## src/rtl/ball_motion_if.sv

```systemverilog
// ---------------------------------------------------------------------------
// ball_motion_if
// Velocity/direction load port of the ball kinematics engine. The cue-shot
// logic or the ball-pair collision block is the master; ball_motion is the
// slave. A load transfers when hit_valid && hit_ready.
//
//   hit_valid   master -> slave  load request
//   hit_ready   slave  -> master load accepted this cycle
//   hit_vx/vy   master -> slave  signed 5-bit speed (magnitude is taken)
//   hit_dx/dy   master -> slave  signed 2-bit direction (bit1 set = -1)
// ---------------------------------------------------------------------------
interface ball_motion_if;
    logic              hit_valid;
    logic              hit_ready;
    logic signed [4:0] hit_vx;
    logic signed [4:0] hit_vy;
    logic signed [1:0] hit_dx;
    logic signed [1:0] hit_dy;

    modport master (
        output hit_valid,
        output hit_vx,
        output hit_vy,
        output hit_dx,
        output hit_dy,
        input  hit_ready
    );

    modport slave (
        input  hit_valid,
        input  hit_vx,
        input  hit_vy,
        input  hit_dx,
        input  hit_dy,
        output hit_ready
    );
endinterface

```

## src/rtl/ball_motion.sv

```systemverilog
// ---------------------------------------------------------------------------
// ball_motion
// Kinematics engine for one billiard ball. Holds the ball centre, the speed
// magnitudes and the direction signs. Once per frame (frame_tick) it spends
// one STEP cycle integrating position, reflecting off the cushions and
// applying friction. New velocity/direction arrive over the hit port.
//
// Ports:
//   clk         system clock
//   rst         synchronous active-high reset
//   frame_tick  one-cycle pulse per video frame
//   hit         load port (slave side of ball_motion_if)
//   x, y        ball centre, unsigned pixels
//   vx, vy      speed magnitudes, 0..15
//   dx, dy      direction, +1 (2'b01) or -1 (2'b11)
//   moving      high while either speed is nonzero
//   wall_hit    one-cycle pulse on a cushion reflection
// ---------------------------------------------------------------------------
module ball_motion #(
    parameter int BALL_R          = 12,
    parameter int X_MIN           = 20,
    parameter int X_MAX           = 620,
    parameter int Y_MIN           = 20,
    parameter int Y_MAX           = 460,
    parameter int X_INIT          = 320,
    parameter int Y_INIT          = 240,
    parameter int FRICTION_PERIOD = 8
) (
    input  logic              clk,
    input  logic              rst,
    input  logic              frame_tick,
    ball_motion_if.slave      hit,
    output logic [9:0]        x,
    output logic [9:0]        y,
    output logic signed [4:0] vx,
    output logic signed [4:0] vy,
    output logic signed [1:0] dx,
    output logic signed [1:0] dy,
    output logic              moving,
    output logic              wall_hit
);

    // FSM encoding
    localparam logic [1:0] IDLE = 2'd0;
    localparam logic [1:0] MOVE = 2'd1;
    localparam logic [1:0] STEP = 2'd2;

    localparam logic [1:0] DIR_POS = 2'b01;
    localparam logic [1:0] DIR_NEG = 2'b11;

    // Friction counter sized for FRICTION_PERIOD values 0..FRICTION_PERIOD-1
    localparam int             FC_W    = (FRICTION_PERIOD > 1) ? $clog2(FRICTION_PERIOD) : 1;
    localparam logic [FC_W-1:0] FC_LAST = FC_W'(FRICTION_PERIOD - 1);

    // Cushion geometry in the 12-bit signed integration domain
    localparam logic signed [11:0] R12   = 12'(BALL_R);
    localparam logic signed [11:0] X_LO  = 12'(X_MIN);
    localparam logic signed [11:0] X_HI  = 12'(X_MAX);
    localparam logic signed [11:0] Y_LO  = 12'(Y_MIN);
    localparam logic signed [11:0] Y_HI  = 12'(Y_MAX);

    // Centre position when parked against each cushion
    localparam logic [9:0] X_PARK_LO = 10'(X_MIN + BALL_R);
    localparam logic [9:0] X_PARK_HI = 10'(X_MAX - BALL_R);
    localparam logic [9:0] Y_PARK_LO = 10'(Y_MIN + BALL_R);
    localparam logic [9:0] Y_PARK_HI = 10'(Y_MAX - BALL_R);

    typedef struct packed {
        logic [9:0] pos;
        logic [1:0] dir;
        logic       hit;
    } axis_t;

    // Magnitude of a signed 5-bit speed; -16 has no positive twin and saturates to 15.
    function automatic logic [4:0] abs_sat(input logic [4:0] v);
        logic [4:0] r;
        if (v == 5'b10000) begin
            r = 5'd15;
        end else if (v[4]) begin
            r = ~v + 5'd1;
        end else begin
            r = v;
        end
        return r;
    endfunction

    // Direction load: any value with bit1 set means -1, everything else +1.
    function automatic logic [1:0] dir_load(input logic [1:0] d);
        logic [1:0] r;
        if (d[1]) begin
            r = DIR_NEG;
        end else begin
            r = DIR_POS;
        end
        return r;
    endfunction

    // One unit of friction; a stopped axis stays stopped.
    function automatic logic [4:0] speed_dec(input logic [4:0] s);
        logic [4:0] r;
        if (s != 5'd0) begin
            r = s - 5'd1;
        end else begin
            r = s;
        end
        return r;
    endfunction

    // One axis of integration with cushion reflection. The move is done in
    // 12-bit signed so that a step past the left/top cushion goes negative
    // instead of wrapping.
    function automatic axis_t axis_step(
        input logic [9:0]        pos,
        input logic [4:0]        spd,
        input logic [1:0]        dir,
        input logic signed [11:0] lo,
        input logic signed [11:0] hi,
        input logic [9:0]        park_lo,
        input logic [9:0]        park_hi
    );
        logic signed [11:0] base;
        logic signed [11:0] delta;
        logic signed [11:0] n;
        axis_t              r;
        base  = signed'({2'b00, pos});
        delta = signed'({7'b0000000, spd});
        if (dir[1]) begin
            n = base - delta;
        end else begin
            n = base + delta;
        end
        if ((n - R12) < lo) begin
            r.pos = park_lo;
            r.dir = DIR_POS;
            r.hit = 1'b1;
        end else if ((n + R12) > hi) begin
            r.pos = park_hi;
            r.dir = DIR_NEG;
            r.hit = 1'b1;
        end else begin
            r.pos = n[9:0];
            r.dir = dir;
            r.hit = 1'b0;
        end
        return r;
    endfunction

    logic [1:0]        state_r,    state_s;
    logic [9:0]        x_r,        x_s;
    logic [9:0]        y_r,        y_s;
    logic signed [4:0] vx_r,       vx_s;
    logic signed [4:0] vy_r,       vy_s;
    logic signed [1:0] dx_r,       dx_s;
    logic signed [1:0] dy_r,       dy_s;
    logic              moving_r,   moving_s;
    logic              wall_hit_r, wall_hit_s;
    logic              pending_r,  pending_s;
    logic [FC_W-1:0]   fric_cnt_r, fric_cnt_s;

    logic              hit_ready_s;
    logic              xfer_s;
    axis_t             ax_s;
    axis_t             ay_s;

    // Loads are refused only while the integration cycle is in flight.
    assign hit_ready_s   = (state_r != STEP);
    assign hit.hit_ready = hit_ready_s;
    assign xfer_s        = hit.hit_valid && hit_ready_s;

    // Integration always uses last cycle's registered position/speed/direction.
    assign ax_s = axis_step(x_r, vx_r, dx_r, X_LO, X_HI, X_PARK_LO, X_PARK_HI);
    assign ay_s = axis_step(y_r, vy_r, dy_r, Y_LO, Y_HI, Y_PARK_LO, Y_PARK_HI);

    // Next-state logic: loads, tick scheduling, integration and friction.
    always_comb begin
        state_s    = state_r;
        x_s        = x_r;
        y_s        = y_r;
        vx_s       = vx_r;
        vy_s       = vy_r;
        dx_s       = dx_r;
        dy_s       = dy_r;
        wall_hit_s = 1'b0;
        pending_s  = pending_r;
        fric_cnt_s = fric_cnt_r;

        case (state_r)
            IDLE, MOVE: begin
                if (xfer_s) begin
                    // A load wins over a coincident tick; the tick is kept
                    // so the new velocity is integrated right away.
                    vx_s       = abs_sat(hit.hit_vx);
                    vy_s       = abs_sat(hit.hit_vy);
                    dx_s       = dir_load(hit.hit_dx);
                    dy_s       = dir_load(hit.hit_dy);
                    fric_cnt_s = '0;
                    pending_s  = pending_r | frame_tick;
                    if ((vx_s | vy_s) != 5'sd0) begin
                        state_s = MOVE;
                    end else begin
                        state_s = IDLE;
                    end
                end else if ((state_r == MOVE) && (frame_tick || pending_r)) begin
                    state_s   = STEP;
                    pending_s = 1'b0;
                end else begin
                    state_s = state_r;
                end
            end
            STEP: begin
                x_s        = ax_s.pos;
                dx_s       = ax_s.dir;
                y_s        = ay_s.pos;
                dy_s       = ay_s.dir;
                wall_hit_s = ax_s.hit | ay_s.hit;
                // Friction decides on the pre-decrement speeds.
                if (fric_cnt_r == FC_LAST) begin
                    fric_cnt_s = '0;
                    vx_s       = speed_dec(vx_r);
                    vy_s       = speed_dec(vy_r);
                end else begin
                    fric_cnt_s = fric_cnt_r + FC_W'(1);
                end
                pending_s = pending_r | frame_tick;
                if ((vx_s | vy_s) == 5'sd0) begin
                    state_s = IDLE;
                end else begin
                    state_s = MOVE;
                end
            end
            default: begin
                state_s = IDLE;
            end
        endcase

        moving_s = ((vx_s | vy_s) != 5'sd0);
    end

    // State and output registers with synchronous reset.
    always_ff @(posedge clk) begin
        if (rst) begin
            state_r    <= IDLE;
            x_r        <= 10'(X_INIT);
            y_r        <= 10'(Y_INIT);
            vx_r       <= 5'sd0;
            vy_r       <= 5'sd0;
            dx_r       <= DIR_POS;
            dy_r       <= DIR_POS;
            moving_r   <= 1'b0;
            wall_hit_r <= 1'b0;
            pending_r  <= 1'b0;
            fric_cnt_r <= '0;
        end else begin
            state_r    <= state_s;
            x_r        <= x_s;
            y_r        <= y_s;
            vx_r       <= vx_s;
            vy_r       <= vy_s;
            dx_r       <= dx_s;
            dy_r       <= dy_s;
            moving_r   <= moving_s;
            wall_hit_r <= wall_hit_s;
            pending_r  <= pending_s;
            fric_cnt_r <= fric_cnt_s;
        end
    end

    assign x        = x_r;
    assign y        = y_r;
    assign vx       = vx_r;
    assign vy       = vy_r;
    assign dx       = dx_r;
    assign dy       = dy_r;
    assign moving   = moving_r;
    assign wall_hit = wall_hit_r;

endmodule
```

## src/flat_wrapper.sv

```systemverilog
// flat-port wrapper written by rule: the top's interface ports become plain ports
module ball_motion_flat 
#(
    parameter int BALL_R          = 12,
    parameter int X_MIN           = 20,
    parameter int X_MAX           = 620,
    parameter int Y_MIN           = 20,
    parameter int Y_MAX           = 460,
    parameter int X_INIT          = 320,
    parameter int Y_INIT          = 240,
    parameter int FRICTION_PERIOD = 8
)
  (clk, rst, frame_tick, x, y, vx, vy, dx, dy, moving, wall_hit, hit_hit_valid, hit_hit_vx, hit_hit_vy, hit_hit_dx, hit_hit_dy, hit_hit_ready);
  ball_motion_if hit_i ();
  input  logic clk;
  input  logic rst;
  input  logic frame_tick;
  output logic [9:0] x;
  output logic [9:0] y;
  output logic signed [4:0] vx;
  output logic signed [4:0] vy;
  output logic signed [1:0] dx;
  output logic signed [1:0] dy;
  output logic moving;
  output logic wall_hit;
  input wire logic [$bits(hit_i.hit_valid)-1:0] hit_hit_valid;
  input wire logic [$bits(hit_i.hit_vx)-1:0] hit_hit_vx;
  input wire logic [$bits(hit_i.hit_vy)-1:0] hit_hit_vy;
  input wire logic [$bits(hit_i.hit_dx)-1:0] hit_hit_dx;
  input wire logic [$bits(hit_i.hit_dy)-1:0] hit_hit_dy;
  output wire logic [$bits(hit_i.hit_ready)-1:0] hit_hit_ready;
  assign hit_i.hit_valid = hit_hit_valid;
  assign hit_i.hit_vx = hit_hit_vx;
  assign hit_i.hit_vy = hit_hit_vy;
  assign hit_i.hit_dx = hit_hit_dx;
  assign hit_i.hit_dy = hit_hit_dy;
  assign hit_hit_ready = hit_i.hit_ready;
  ball_motion #(.BALL_R(BALL_R), .X_MIN(X_MIN), .X_MAX(X_MAX), .Y_MIN(Y_MIN), .Y_MAX(Y_MAX), .X_INIT(X_INIT), .Y_INIT(Y_INIT), .FRICTION_PERIOD(FRICTION_PERIOD)) u_core (.clk(clk), .rst(rst), .frame_tick(frame_tick), .hit(hit_i), .x(x), .y(y), .vx(vx), .vy(vy), .dx(dx), .dy(dy), .moving(moving), .wall_hit(wall_hit));
endmodule
```

## config.mk

```make
export PLATFORM = sky130hd
export DESIGN_NAME = ball_motion_flat
export DESIGN_NICKNAME = d
export VERILOG_FILES = /design/src/rtl/ball_motion_if.sv /design/src/rtl/ball_motion.sv /design/src/flat_wrapper.sv
export SDC_FILE = /design/constraint.sdc
export NUM_CORES = 1
export LEC_CHECK = 0
export ABC_CLOCK_PERIOD_IN_PS = 3700
export BUFFER_PORTS_ARGS = -buffer_cell sky130_fd_sc_hd__clkbuf_2
export CAP_MARGIN = 30
export CORE_MARGIN = 3
export CORE_UTILIZATION = 45
export CTS_CLUSTER_SIZE = 12
export DETAILED_ROUTE_END_ITERATION = 12
export PLACE_DENSITY_LB_ADDON = 0.08
export SLEW_MARGIN = 20
export SYNTH_ARGS = -nofsm -noshare
export SYNTH_HDL_FRONTEND = slang
export SYNTH_SLANG_ARGS = --single-unit
```

## constraint.sdc

```tcl
create_clock -name clk -period 3.7 [get_ports clk]
set_input_delay 0.37 -clock clk [delete_from_list [all_inputs] [get_ports clk]]
set_output_delay 0.37 -clock clk [all_outputs]
set_load 0.02 [all_outputs]
```

==> impl_metrics.yaml <==
synth:
  synth.area.top_cells: "dfxtp_1 (24%), ha_1 (9.2%), nor2_1 (6.1%), a21oi_1 (4.1%), inv_1 (3.7%)"
  yosys.cell_types.count: 72
  ys_async_sr_fraction_pct: 0
  synth-main-ff-cell: "dfxtp_1"
  seq_area_frac_synth_pct: 23.8
  yosys_warnings: 0
  syn_area_um2: 3530
  synth_cells: 459
  synth.largest_area_cell: "dfxtp_1"
  ys_seq_elements: 42
  netlist.area_leader.share_pct: 23.8
  syn_nets: 507
  syn_area_per_cell_um2: 7.70
  synth-edff-count: 0
clock_network:
  clock_latency_ns: 0.30
  cts_setup_buffers: 0
  htree_levels: 2
  cts_buffer_depth: 2
  clock_sinks: 42
  cts-root-buf: "clkbuf_8"
  cts_tree: "yes"
  clkTransAtPathRegs_ns: 0.09
  cts_resized: 0
  postCtsHoldBufs: 0
  numCtsBuffers: 5
setup_path:
  worstPathRequired_ns: 3.93
  path_max_fanout: 8
  cp_common_cell: "a21oi_1"
  r2r_setup_slack_ns: 0.39
  critPathMaxStageDelay_ns: 0.51
  reg2reg_depth: 11
  criticalPathCategory: "reg2reg"
  critPathLaunchType: "flip-flop"
  crit_path_end_kind: "flip-flop"
  slowest_stage: "dfxtp_1"
  cpLargestDelayFamily: "compound AO/OA/AOI/OAI gates"
  critical_path.cell_chain: "inv_1 -> ha_1 -> nor2b_1 -> o21ai_1 -> a21oi_1 -> o211ai_1 -> xnor2_1 -> or4b_1 -> a211oi_2 -> nand3b_1 -> a21oi_1"
  path_buf_inv: 1
  cp_num_cells: 11
  arrival_ns: 3.54
placed_design:
  hpwl_um: 6900
  gp_congestion: 0.805
  io_buffers: 52
detailed_routing:
  totalWireLength_um: 8990
  wl_per_cell_um: 14.8
  vias: 3451
  dr.pass1.iters: 4
  drc: 0
  via_per_inst: 5.67
  final_antenna_net_count: 0
  drtIter0Drc: 128
grt:
  antenna_found_initial: 0
  grt_pass1_vias: 3115
  grt_pass1_wl_um: 15100
  grt_max_degree: 40
  overflow: 0
  grt_use_total_pct: 20.7
timing:
  finClkSkew_ns: 0.00987
  tightest_slew_ns: 0.838
  maxSlewViolCount: 0
  rsz0062_at_grt: "false"
  setup_viol: 0
  hold_ws_ns: 0.336
  fmax_mhz: 302
  setup_tns_ns: 0
  relSlewSlack_pct: 44.1
  period_share_pct: 89.4
  hold_violations: 0
  fin_crit_ns: 3.31
pwr:
  p_clk_share_pct: 29.8
  power.switching_mw: 0.353
  pwr-share-seq_pct: 46.6
  peakVddDrop_v: 0.000143
  p_int_mw: 0.701
  share_comb_of_total_power_pct: 23.6
  powerDensity_nw_per_um2: 263
  switching_share_pct: 33.5
  p_leak_nw: 1.64
finish:
  syn_to_final_growth_pct: 13.3
  finalNetCount: 557
  diodes: 0
  finish.utilization_pct: 53.8
  drive_gt1_share_pct: 17.1
die:
  placeableCoreArea_um2: 7450
  die_height_um: 94.6
  dieArea_um2: 8950
  num_io_pins: 55
  start_util_pct: 47.5
  dieWidth_um: 94.6
  num_rows: 31
worst_hold_path:
  holdPathStages: 3
  hp-class: "in2reg"
flow_run:
  cap_violations: 0
run_status:
  outcome: "completed"
## power by group through the flow
stage	Clock (mW)	Combinational (mW)	Sequential [mW]
2_1_floorplan	0	0.170	0.508
6_report	0.314	0.249	0.491
5_1_grt	0.341	0.281	0.495
4_1_cts	0.324	0.250	0.491
3_3_place_gp	0	0.246	0.502
3_5_place_dp	0	0.249	0.502
## worst paths after layout
path / start / to
max: u_core.vy[1] / u_core.y[0]
min: frame_tick / u_core.pending_r
max reg2reg: u_core.vy[1] / u_core.y[0]
min reg2reg: u_core.dy[0] / u_core.dy[0]
## synthesized netlist by cell type, types with 4 or more instances
cell type and count:
xor2_1 4, ha_1 26, a211oi_1 8, o21ai_1 10, nor2b_1 8, a22oi_1 6, inv_1 35, clkbuf_1 11
xnor2_1 13, mux2i_1 10, nor3_1 15, o21ai_0 26, or3_1 8, buf_1 4, nand3_1 8, nand2_1 31
a31oi_1 6, nand2b_1 6, nor2_1 57, a2bb2oi_1 4, dfxtp_1 42, a21oi_1 29, o211ai_1 9, fa_1 4
## final cells by class
| class | instances | area, µm² |
|---|---|---|
| Tap cell | 99 | 124 |
| Sequential cell | 42 | 841 |
| Timing Repair Buffer | 62 | 335 |
| Inverter | 36 | 135 |
| Clock buffer | 5 | 68.8 |
| Fill cell | 771 | 3440 |
| Multi-Input combinational cell | 362 | 2480 |
| Clock inverter | 3 | 23.8 |
## per-stage QoR
stage / instances / instance area (µm²) / power, mW / setup slack [ns]
2_1_floorplan: 459 / 3530 / 0.678 / 0.634
3_3_place_gp: 601 / 3910 / 0.748 / 0.461
3_5_place_dp: 601 / 3910 / 0.751 / 0.443
4_1_cts: 609 / 4000 / 1.07 / 0.405
5_1_grt: 609 / 4000 / 1.12 / 0.135
6_report: 609 / 4000 / 1.05 / 0.391
## cells in the final DEF, fill, tap and decap left out, types with 4 or more instances in the layout
master and instances:
xnor2_1 13, a211oi_1 8, mux2i_1 10, xor2_1 4
nor2_1 57, nand3_1 8, or3_1 8, clkbuf_8 5
a2bb2oi_1 4, a21oi_1 29, dfxtp_1 42, o21ai_0 26
ha_1 26, nor3_1 15, nand2b_1 6, fa_1 4
o21ai_1 10, buf_4 10, o211ai_1 9, nand2_1 31
nor2b_1 8, inv_1 35, a31oi_1 6, a22oi_1 6
clkbuf_2 52
## state kept, by name (all words and copies together) (netlist names)
signal and flops:
u_core.y 10, u_core.wall_hit 1, u_core.pending_r 1, u_core.vy 5
u_core.dy 2, u_core.dx 2, u_core.fric_cnt_r 3, u_core.moving 1
u_core.vx 5, u_core.state_r 2, u_core.x 10
## worst reg2reg max path, delay by kind of cell (launching register included)
kind / cells / cell delay, ns
buf+inv: 1 / 0.15
xor+xnor: 1 / 0.30
flops: 1 / 0.51
simple gates: 3 / 0.79
fa+ha+maj: 1 / 0.31
compound gates: 5 / 1.19
## cell families after synthesis
kind of cell | count (synthesis) | share of synthesized area (%)
AND/OR/NAND/NOR | 153 | 21.1
AO/OA/AOI/OAI | 149 | 29.5
buffers and inverters | 55 | 6.16
flip-flops | 42 | 23.8
adder cells (fa/ha/maj) | 30 | 11.5
XOR/XNOR | 17 | 4.21
multiplexers | 13 | 3.79
## routing by layer
| metal | part of all wire (%) | global-route usage, % | vias up | wire, µm |
|---|---|---|---|---|
| met1 | 50 | 29.1 | 1609 | 4540 |
| met4 | 0.72 | 4.21 | 0 | 65 |
| met3 | 4.0 | 3.59 | 6 | 356 |
| met2 | 45 | 33.4 | 63 | 4030 |
| met5 | 0 | 0 | - | 0 |
| li1 | - | - | 1773 | - |
Note: power is estimated with default switching activity, not from simulation.
